File: src/rtl/nes_joypad_pkg.sv
`default_nettype none
// ============================================================================
// Module  : nes_joypad_pkg
// Brief   : Shared constants for the NES joypad ports (button order, turbo rate)
// Revision: 1.0
// ============================================================================
package nes_joypad_pkg;

    // Serial order of a standard NES pad, bit0 is shifted out first.
    localparam int BTN_A      = 0;
    localparam int BTN_B      = 1;
    localparam int BTN_SELECT = 2;
    localparam int BTN_START  = 3;
    localparam int BTN_U      = 4;
    localparam int BTN_D      = 5;
    localparam int BTN_L      = 6;
    localparam int BTN_R      = 7;

    localparam int NUM_BITS_DEFAULT  = 8;
    localparam int TURBO_DIV_DEFAULT = 378_000;

endpackage : nes_joypad_pkg
`default_nettype wire

File: src/rtl/nes_joypad_ports_turbo_phase_gen.sv
`default_nettype none
// ============================================================================
// Module  : turbo_phase_gen
// Brief   : Free-running divider producing the shared turbo phase square wave
// Revision: 1.0
// ============================================================================
module turbo_phase_gen
    import nes_joypad_pkg::*;
#(
    parameter int TURBO_DIV = TURBO_DIV_DEFAULT
) (
    input  logic clk,
    input  logic reset,
    output logic o_phase
);

    localparam int C_CNT_W = (TURBO_DIV > 1) ? $clog2(TURBO_DIV) : 1;
    localparam logic [C_CNT_W-1:0] C_LAST = C_CNT_W'(TURBO_DIV - 1);

    logic [C_CNT_W-1:0] r_cnt;
    logic               r_phase;

    always_ff @(posedge clk or posedge reset) begin
        if (reset) begin
            r_cnt   <= '0;
            r_phase <= 1'b0;
        end else if (r_cnt == C_LAST) begin
            r_cnt   <= '0;
            r_phase <= ~r_phase;
        end else begin
            r_cnt   <= r_cnt + 1'b1;
        end
    end

    assign o_phase = r_phase;

endmodule : turbo_phase_gen
`default_nettype wire

File: src/rtl/nes_joypad_ports.sv
`default_nettype none
// ============================================================================
// Module  : nes_joypad_ports
// Brief   : Multi-port NES controller shift registers with shared strobe/turbo
// Revision: 1.0
// ============================================================================
module nes_joypad_ports
    import nes_joypad_pkg::*;
#(
    parameter int   NUM_PORTS = 2,
    parameter int   NUM_BITS  = NUM_BITS_DEFAULT,
    parameter int   TURBO_DIV = TURBO_DIV_DEFAULT,
    parameter logic FILL_BIT  = 1'b1
) (
    input  logic                                    clk,
    input  logic                                    reset,
    input  logic [NUM_PORTS*NUM_BITS-1:0]           btn,
    input  logic [NUM_PORTS*NUM_BITS-1:0]           turbo,
    input  logic                                    joypad_strobe,
    input  logic [NUM_PORTS-1:0]                    joypad_clock,
    output logic [NUM_PORTS-1:0]                    joy_data,
    output logic [NUM_PORTS*$clog2(NUM_BITS+1)-1:0] read_count,
    output logic                                    turbo_phase
);

    localparam int C_CNT_W = $clog2(NUM_BITS + 1);
    localparam logic [C_CNT_W-1:0] C_SAT = C_CNT_W'(NUM_BITS);

    logic w_phase;

    turbo_phase_gen #(
        .TURBO_DIV (TURBO_DIV)
    ) u_turbo (
        .clk     (clk),
        .reset   (reset),
        .o_phase (w_phase)
    );

    assign turbo_phase = w_phase;

    for (genvar p = 0; p < NUM_PORTS; p++) begin : g_port
        logic [NUM_BITS-1:0] r_shift;
        logic [C_CNT_W-1:0]  r_cnt;
        logic                r_last;
        logic [NUM_BITS-1:0] w_eff;
        logic                w_fall;

        assign w_eff  = btn[p*NUM_BITS +: NUM_BITS]
                      | (turbo[p*NUM_BITS +: NUM_BITS] & {NUM_BITS{w_phase}});
        assign w_fall = r_last & ~joypad_clock[p];

        // Strobe has priority over a coincident falling edge.
        always_ff @(posedge clk or posedge reset) begin
            if (reset) begin
                r_shift <= '0;
                r_cnt   <= '0;
                r_last  <= 1'b0;
            end else begin
                r_last <= joypad_clock[p];
                if (joypad_strobe) begin
                    r_shift <= w_eff;
                    r_cnt   <= '0;
                end else if (w_fall) begin
                    r_shift <= {FILL_BIT, r_shift[NUM_BITS-1:1]};
                    if (r_cnt != C_SAT) begin
                        r_cnt <= r_cnt + 1'b1;
                    end
                end
            end
        end

        assign joy_data[p]                     = r_shift[0];
        assign read_count[p*C_CNT_W +: C_CNT_W] = r_cnt;
    end

endmodule : nes_joypad_ports
`default_nettype wire

File: config.mk
export PLATFORM = sky130hd
export DESIGN_NAME = nes_joypad_ports
export DESIGN_NICKNAME = d
export VERILOG_FILES = /design/src/rtl/nes_joypad_pkg.sv /design/src/rtl/nes_joypad_ports_turbo_phase_gen.sv /design/src/rtl/nes_joypad_ports.sv
export SDC_FILE = /design/constraint.sdc
export NUM_CORES = 1
export LEC_CHECK = 0
export ABC_AREA = 1
export ABC_CLOCK_PERIOD_IN_PS = 3080
export CORE_UTILIZATION = 25
export CTS_CLUSTER_SIZE = 16
export DETAILED_ROUTE_END_ITERATION = 16
export MAX_ROUTING_LAYER = met4
export PLACE_DENSITY_LB_ADDON = 0.15
export SETUP_SLACK_MARGIN = 0.02
export SLEW_MARGIN = 20
export SYNTH_ARGS = -nofsm -noshare
export SYNTH_HDL_FRONTEND = slang
export SYNTH_SLANG_ARGS = --single-unit
export TNS_END_PERCENT = 50
File: constraint.sdc
create_clock -name clk -period 3.08 [get_ports clk]
set_clock_uncertainty 0.15 [all_clocks]
set_input_delay 0.616 -clock clk [delete_from_list [all_inputs] [get_ports clk]]
set_output_delay 0.616 -clock clk [all_outputs]
set_load 0.1 [all_outputs]
==> flow_metrics.tcl, run 1 <==
set metrics [dict create \
    tns_ns 0 \
    grt_max_degree 40 \
    core_mm2 0.009415 \
    dieArea_mm2 0.01032 \
    place.port_buffers 47 \
    ys_warn_count 0 \
    ys_ff_latch 46 \
    min_period_ns 2.309 \
    multi_input_area_mm2 0.001157 \
    post_drt_wl_per_cell_um 11.45 \
    cp.required_ns 3.15 \
    drv_slew 0 \
    postCtsSetupBuffers 0 \
    gr-total-overflow 0 \
    cp-start-kind "input pin" \
    reg2reg_to "u_turbo.r_cnt[15]" \
    cts_resized 0 \
    setup_violations 0 \
    clk_latency_ns 0.30 \
    reg2reg_depth 6 \
    die_h_um 101.6 \
    syn_area_mm2 0.002479 \
    drt_iter0_drc 77 \
    hold_end "u_turbo.r_cnt[0]" \
    critPathLaunch "joypad_strobe" \
    rsz0062_at_grt "false" \
    max_freq_mhz 433.2 \
    r2r_slack_ns 1.38 \
    cts_hold_buf 0 \
    drt-total-wl_mm 5.680 \
    avgSynthCellArea_um2 7.794 \
    holdPathStages 1 \
    leakage_nw 1.480 \
    p_total_w 0.001517 \
    max_cap_violations 0 \
    clkTransAtPathRegs_ns 0.09 \
    ys_seq_area_share_pct 46.44 \
    seq_area_mm2 0.001151 \
    drt-pass1-iter-count 4 \
    cts_root_buf "clkbuf_8" \
    vdd_ir_drop_max_uv 278.6 \
    worst_pin_slew_ns 0.6709 \
    timing.final.crit_share_pct 74.96 \
    ys_types 28 \
    initial_core_util_pct 26.33 \
    cts_buffers 5 \
    insertedDiodeCount 0 \
    ant_nets 0 \
    critical_path_peak_fanout 12 \
    power_density_mw_per_mm2 471.9 \
    h-tree-depth 2 \
    routabilityCongestion 0.8032 \
    tritoncts "done" \
    area_growth_pct 29.68 \
    maxSlewHeadroom_pct 55.27 \
    hpwl_mm 4.224 \
    syn_nets 360 \
    die_w_um 101.6 \
    cp-end-kind "flop" \
    rr_startpoint "u_turbo.r_cnt[0]" \
    syn_inst 318 \
    final_common_cell "nand2_1" \
    worst-endpoint-arrival_ns 2.38 \
    num_rows 35 \
    clock-sinks 46 \
    layout_common_cells "nand2_1, dfrtp_1, nor2_1" \
    drive_above_1_share_pct 10.08 \
    nFillCells 1025 \
    io_pins 48 \
    first_global_vias 1948 \
    drc_errors 0 \
    worstSetupPathType "input pin to flop" \
    worstHoldPathType "flop to flop" \
    status "finished clean" \
    cts_buffer_depth 2 \
    fin_nets 408 \
    vias 2079 \
    grt_antenna_before_repair 0 \
    hold_start "u_turbo.r_cnt[0]" \
    hold_viol_final 0 \
    grt_use_total_pct 12.32 \
    via_per_inst 4.192 \
    grt_pass1_wl_mm 9.528 \
]
==> where the power goes <==
group / internal (W) / switching (W)
logic: 0.0000959 / 0.000185
registers: 0.000642 / 0.0000316
clock network: 0.000346 / 0.000215
total: 0.00108 / 0.000432
==> sequential cells by signal (all words and copies together) (netlist names) <==
signal,flops
g_port.r_last,2
g_port.r_shift,16
u_turbo.r_cnt,19
g_port.r_cnt,8
u_turbo.o_phase,1
==> worst max path at each step <==
stage                     cells after the start  slack [ns]                 end
final                                         6        0.77  g_port[1].r_cnt[2]
after global placement                        5        0.56  g_port[1].r_cnt[3]
after CTS                                     1        0.78         turbo_phase
after global routing                          6        0.53  g_port[1].r_cnt[2]
after detailed placement                      5        0.45  g_port[1].r_cnt[1]
after floorplan                               6        1.10  g_port[0].r_cnt[2]
==> layout make-up <==
| class | instances | area share [%] |
|---|---|---|
| Inverter | 31 | 3.620 |
| Multi-Input combinational cell | 231 | 36.01 |
| Clock inverter | 2 | 1.868 |
| Sequential cell | 46 | 35.81 |
| Tap cell | 129 | 5.021 |
| Timing Repair Buffer | 51 | 15.10 |
| Clock buffer | 6 | 2.569 |
==> metrics by stage <==
step	util (%)	instance area [um^2]	setup WS, ns	cells	hold slack, ns
floorplan	-	2479	1.103	318	0.2819
global placement	32.62	3072	0.5592	488	0.3007
detailed placement	32.62	3072	0.4508	488	0.3049
CTS	34.14	3214	0.7784	496	0.3184
global route	34.14	3214	0.5307	496	0.3547
finish	34.14	3214	0.7714	496	0.3137
==> synth_stat cells (all sizes together) <==
cell type,instances,area (um^2)
nand2,92,350.3
nor2,50,219.0
dfrtp,46,1151
o21ai,37,185.2
inv,31,116.4
nand3,15,87.59
xor2,13,113.9
buf,9,50.04
a21oi,6,33.78
ha,5,62.56
nand4,4,25.02
a211oi,2,15.01
nor3,2,21.27
xnor2,2,17.52
clkbuf,1,3.750
o21bai,1,7.510
o31ai,1,12.51
or2,1,6.260
==> critical path: stages <==
cell	delay (ns)
clkdlybuf4s50_1	0.64
inv_1	0.35
nand2_1	0.11
o31ai_2	0.46
nand2_1	0.11
o21ai_0	0.09
==> layer usage <==
metal	wire length (um)	track usage, %	share of wire [%]	vias up
met5	0	-	0	-
met4	68	4.348	1.2	0
met3	178	2.070	3.1	5
met2	2384	17.31	42	29
met1	3049	17.62	54	951
li1	-	-	-	1094
==> kinds of logic (layout without fill, tap and decap cells) <==
group                    after synthesis  in the layout  synth area share (%)
AO/OA/AOI/OAI                         47             47                 10.25
XOR/XNOR                              15             15                 5.301
adder cells (fa/ha/maj)                5              5                 2.524
buffers and inverters                 41             90                 6.865
flip-flops                            46             46                 46.44
AND/OR/NAND/NOR                      164            164                 28.62
Power figures use the tool's default switching activity.
==> inputs of run 2 (changes only) <==
--- a/config.mk
+++ b/config.mk
@@ -6,7 +6,7 @@
 export NUM_CORES = 1
 export LEC_CHECK = 0
 export ABC_AREA = 1
-export ABC_CLOCK_PERIOD_IN_PS = 3080
+export ABC_CLOCK_PERIOD_IN_PS = 2100
 export CORE_UTILIZATION = 25
 export CTS_CLUSTER_SIZE = 16
 export DETAILED_ROUTE_END_ITERATION = 16
==> constraint.sdc (replaced) <==
create_clock -name clk -period 2.1 [get_ports clk]
set_clock_uncertainty 0.15 [all_clocks]
set_input_delay 0.42 -clock clk [delete_from_list [all_inputs] [get_ports clk]]
set_output_delay 0.42 -clock clk [all_outputs]
set_load 0.1 [all_outputs]
==> flow_metrics.tcl, run 2 (synthesized netlist as in run 1, its figures left out) <==
set metrics [dict create \
    core_mm2 0.009415 \
    h-tree-depth 2 \
    worstSetupPathType "flop to flop" \
    worst_pin_slew_ns 0.4544 \
    critical_path_peak_fanout 7 \
    grt_use_total_pct 12.09 \
    p_total_w 0.001978 \
    r2r_slack_ns 0.41 \
    die_h_um 101.6 \
    cts_resized 0 \
    io_pins 48 \
    drive_above_1_share_pct 10.57 \
    tns_ns 0 \
    post_drt_wl_per_cell_um 11.09 \
    reg2reg_to "u_turbo.r_cnt[10]" \
    fin_nets 412 \
    vdd_ir_drop_max_uv 303.2 \
    grt_max_degree 22 \
    rr_startpoint "u_turbo.r_cnt[0]" \
    maxSlewHeadroom_pct 69.53 \
    largest_register_ffs 19 \
    area_growth_pct 33.01 \
    top_register "u_turbo.r_cnt" \
    grt_pass1_wl_mm 9.377 \
    drt-total-wl_mm 5.521 \
    hpwl_mm 4.323 \
    drc_errors 0 \
    worst-endpoint-arrival_ns 1.71 \
    cp.required_ns 2.11 \
    insertedDiodeCount 0 \
    dieArea_mm2 0.01032 \
    top_regs "u_turbo.r_cnt x19, g_port.r_shift x16, g_port.r_cnt x8" \
    setup_violations 0 \
    max_cap_violations 0 \
    cts_hold_buf 0 \
    cp-start-kind "flop" \
    max_freq_mhz 590.1 \
    reg2reg_depth 6 \
    initial_core_util_pct 26.33 \
    routabilityCongestion 0.7677 \
    drt_iter0_drc 67 \
    timing.final.crit_share_pct 80.70 \
    die_w_um 101.6 \
    cts_root_buf "clkbuf_8" \
    postCtsSetupBuffers 0 \
    drt-pass1-iter-count 4 \
    grt_antenna_before_repair 0 \
    place.port_buffers 47 \
    drv_slew 0 \
    status "finished clean" \
    cts_buffer_depth 2 \
    rsz0062_at_grt "false" \
    power_density_mw_per_mm2 599.9 \
    num_rows 35 \
    min_period_ns 1.695 \
    final_common_cell "nand2_1" \
    clkTransAtPathRegs_ns 0.08 \
    clock-sinks 46 \
    clk_latency_ns 0.29 \
    first_global_vias 1963 \
    tritoncts "done" \
    ant_nets 0 \
    vias 2096 \
    layout_common_cells "nand2_1, dfrtp_1, nor2_1" \
    worstHoldPathType "input pin to asynchronous set/reset pin" \
    leakage_nw 1.500 \
    via_per_inst 4.209 \
    cp-end-kind "flop" \
    gr-total-overflow 0 \
    hold_viol_final 0 \
    cts_buffers 5 \
]
## run 2: changes by cell type in the layout (fill, tap and decap cells not counted), sizes merged
cell and change:
buf +4, bufinv -2
## run 2: worst max-delay path, stage by stage, from the launching register on
cell and delay [ns]:
dfrtp_1 0.37, ha_1 0.24, nand2_2 0.11, nor2_8 0.17
nand3_4 0.09, nor3_4 0.35, nor2_1 0.09
## run 2: how the worst max path moves through the flow
stage,start,endpoint,slack (ns)
finish,u_turbo.r_cnt[0],u_turbo.r_cnt[10],0.41
global route,u_turbo.r_cnt[0],u_turbo.r_cnt[0],0.26
CTS,u_turbo.r_cnt[0],u_turbo.r_cnt[10],0.36
detailed placement,joypad_strobe,g_port[1].r_cnt[0],0.20
global placement,joypad_strobe,g_port[0].r_shift[7],0.26
floorplan,g_port[0].r_cnt[0],g_port[0].r_cnt[2],0.12
## run 2: where the power goes
group | total [W] | internal [W] | switching (W)
clock | 0.000522 | 0.000254 | 0.000268
combinational | 0.000457 | 0.000184 | 0.000272
sequential | 0.000999 | 0.000942 | 0.0000570
## run 2: routing by layer
metal / track usage [%] / up-vias / wire (um)
met5: - / - / 0
met4: 4.013 / 0 / 68
met1: 17.48 / 955 / 2967
li1: - / 1101 / -
met2: 16.74 / 34 / 2301
met3: 2.277 / 6 / 183
## run 2: cell type report
cell class	instances	area [um^2]
repair buffers	55	628.1
clock buffers	6	82.58
well taps	129	161.4
fillers	979	6118
flip-flops and latches	46	1151
inverters	31	116.4
multi-input cells	231	1157
## run 2: stage by stage
step | util (%) | cells | hold slack [ns] | instance area (um^2) | worst slack [ns]
final | 35.02 | 498 | 0.2994 | 3297 | 0.4053
after global routing | 35.02 | 498 | 0.3292 | 3297 | 0.2643
after CTS | 35.02 | 498 | 0.3130 | 3297 | 0.3589
after detailed placement | 34.14 | 492 | 0.3029 | 3214 | 0.2040
after global placement | 34.14 | 492 | 0.3018 | 3214 | 0.2565
after floorplan | - | 318 | 0.2819 | 2479 | 0.1229
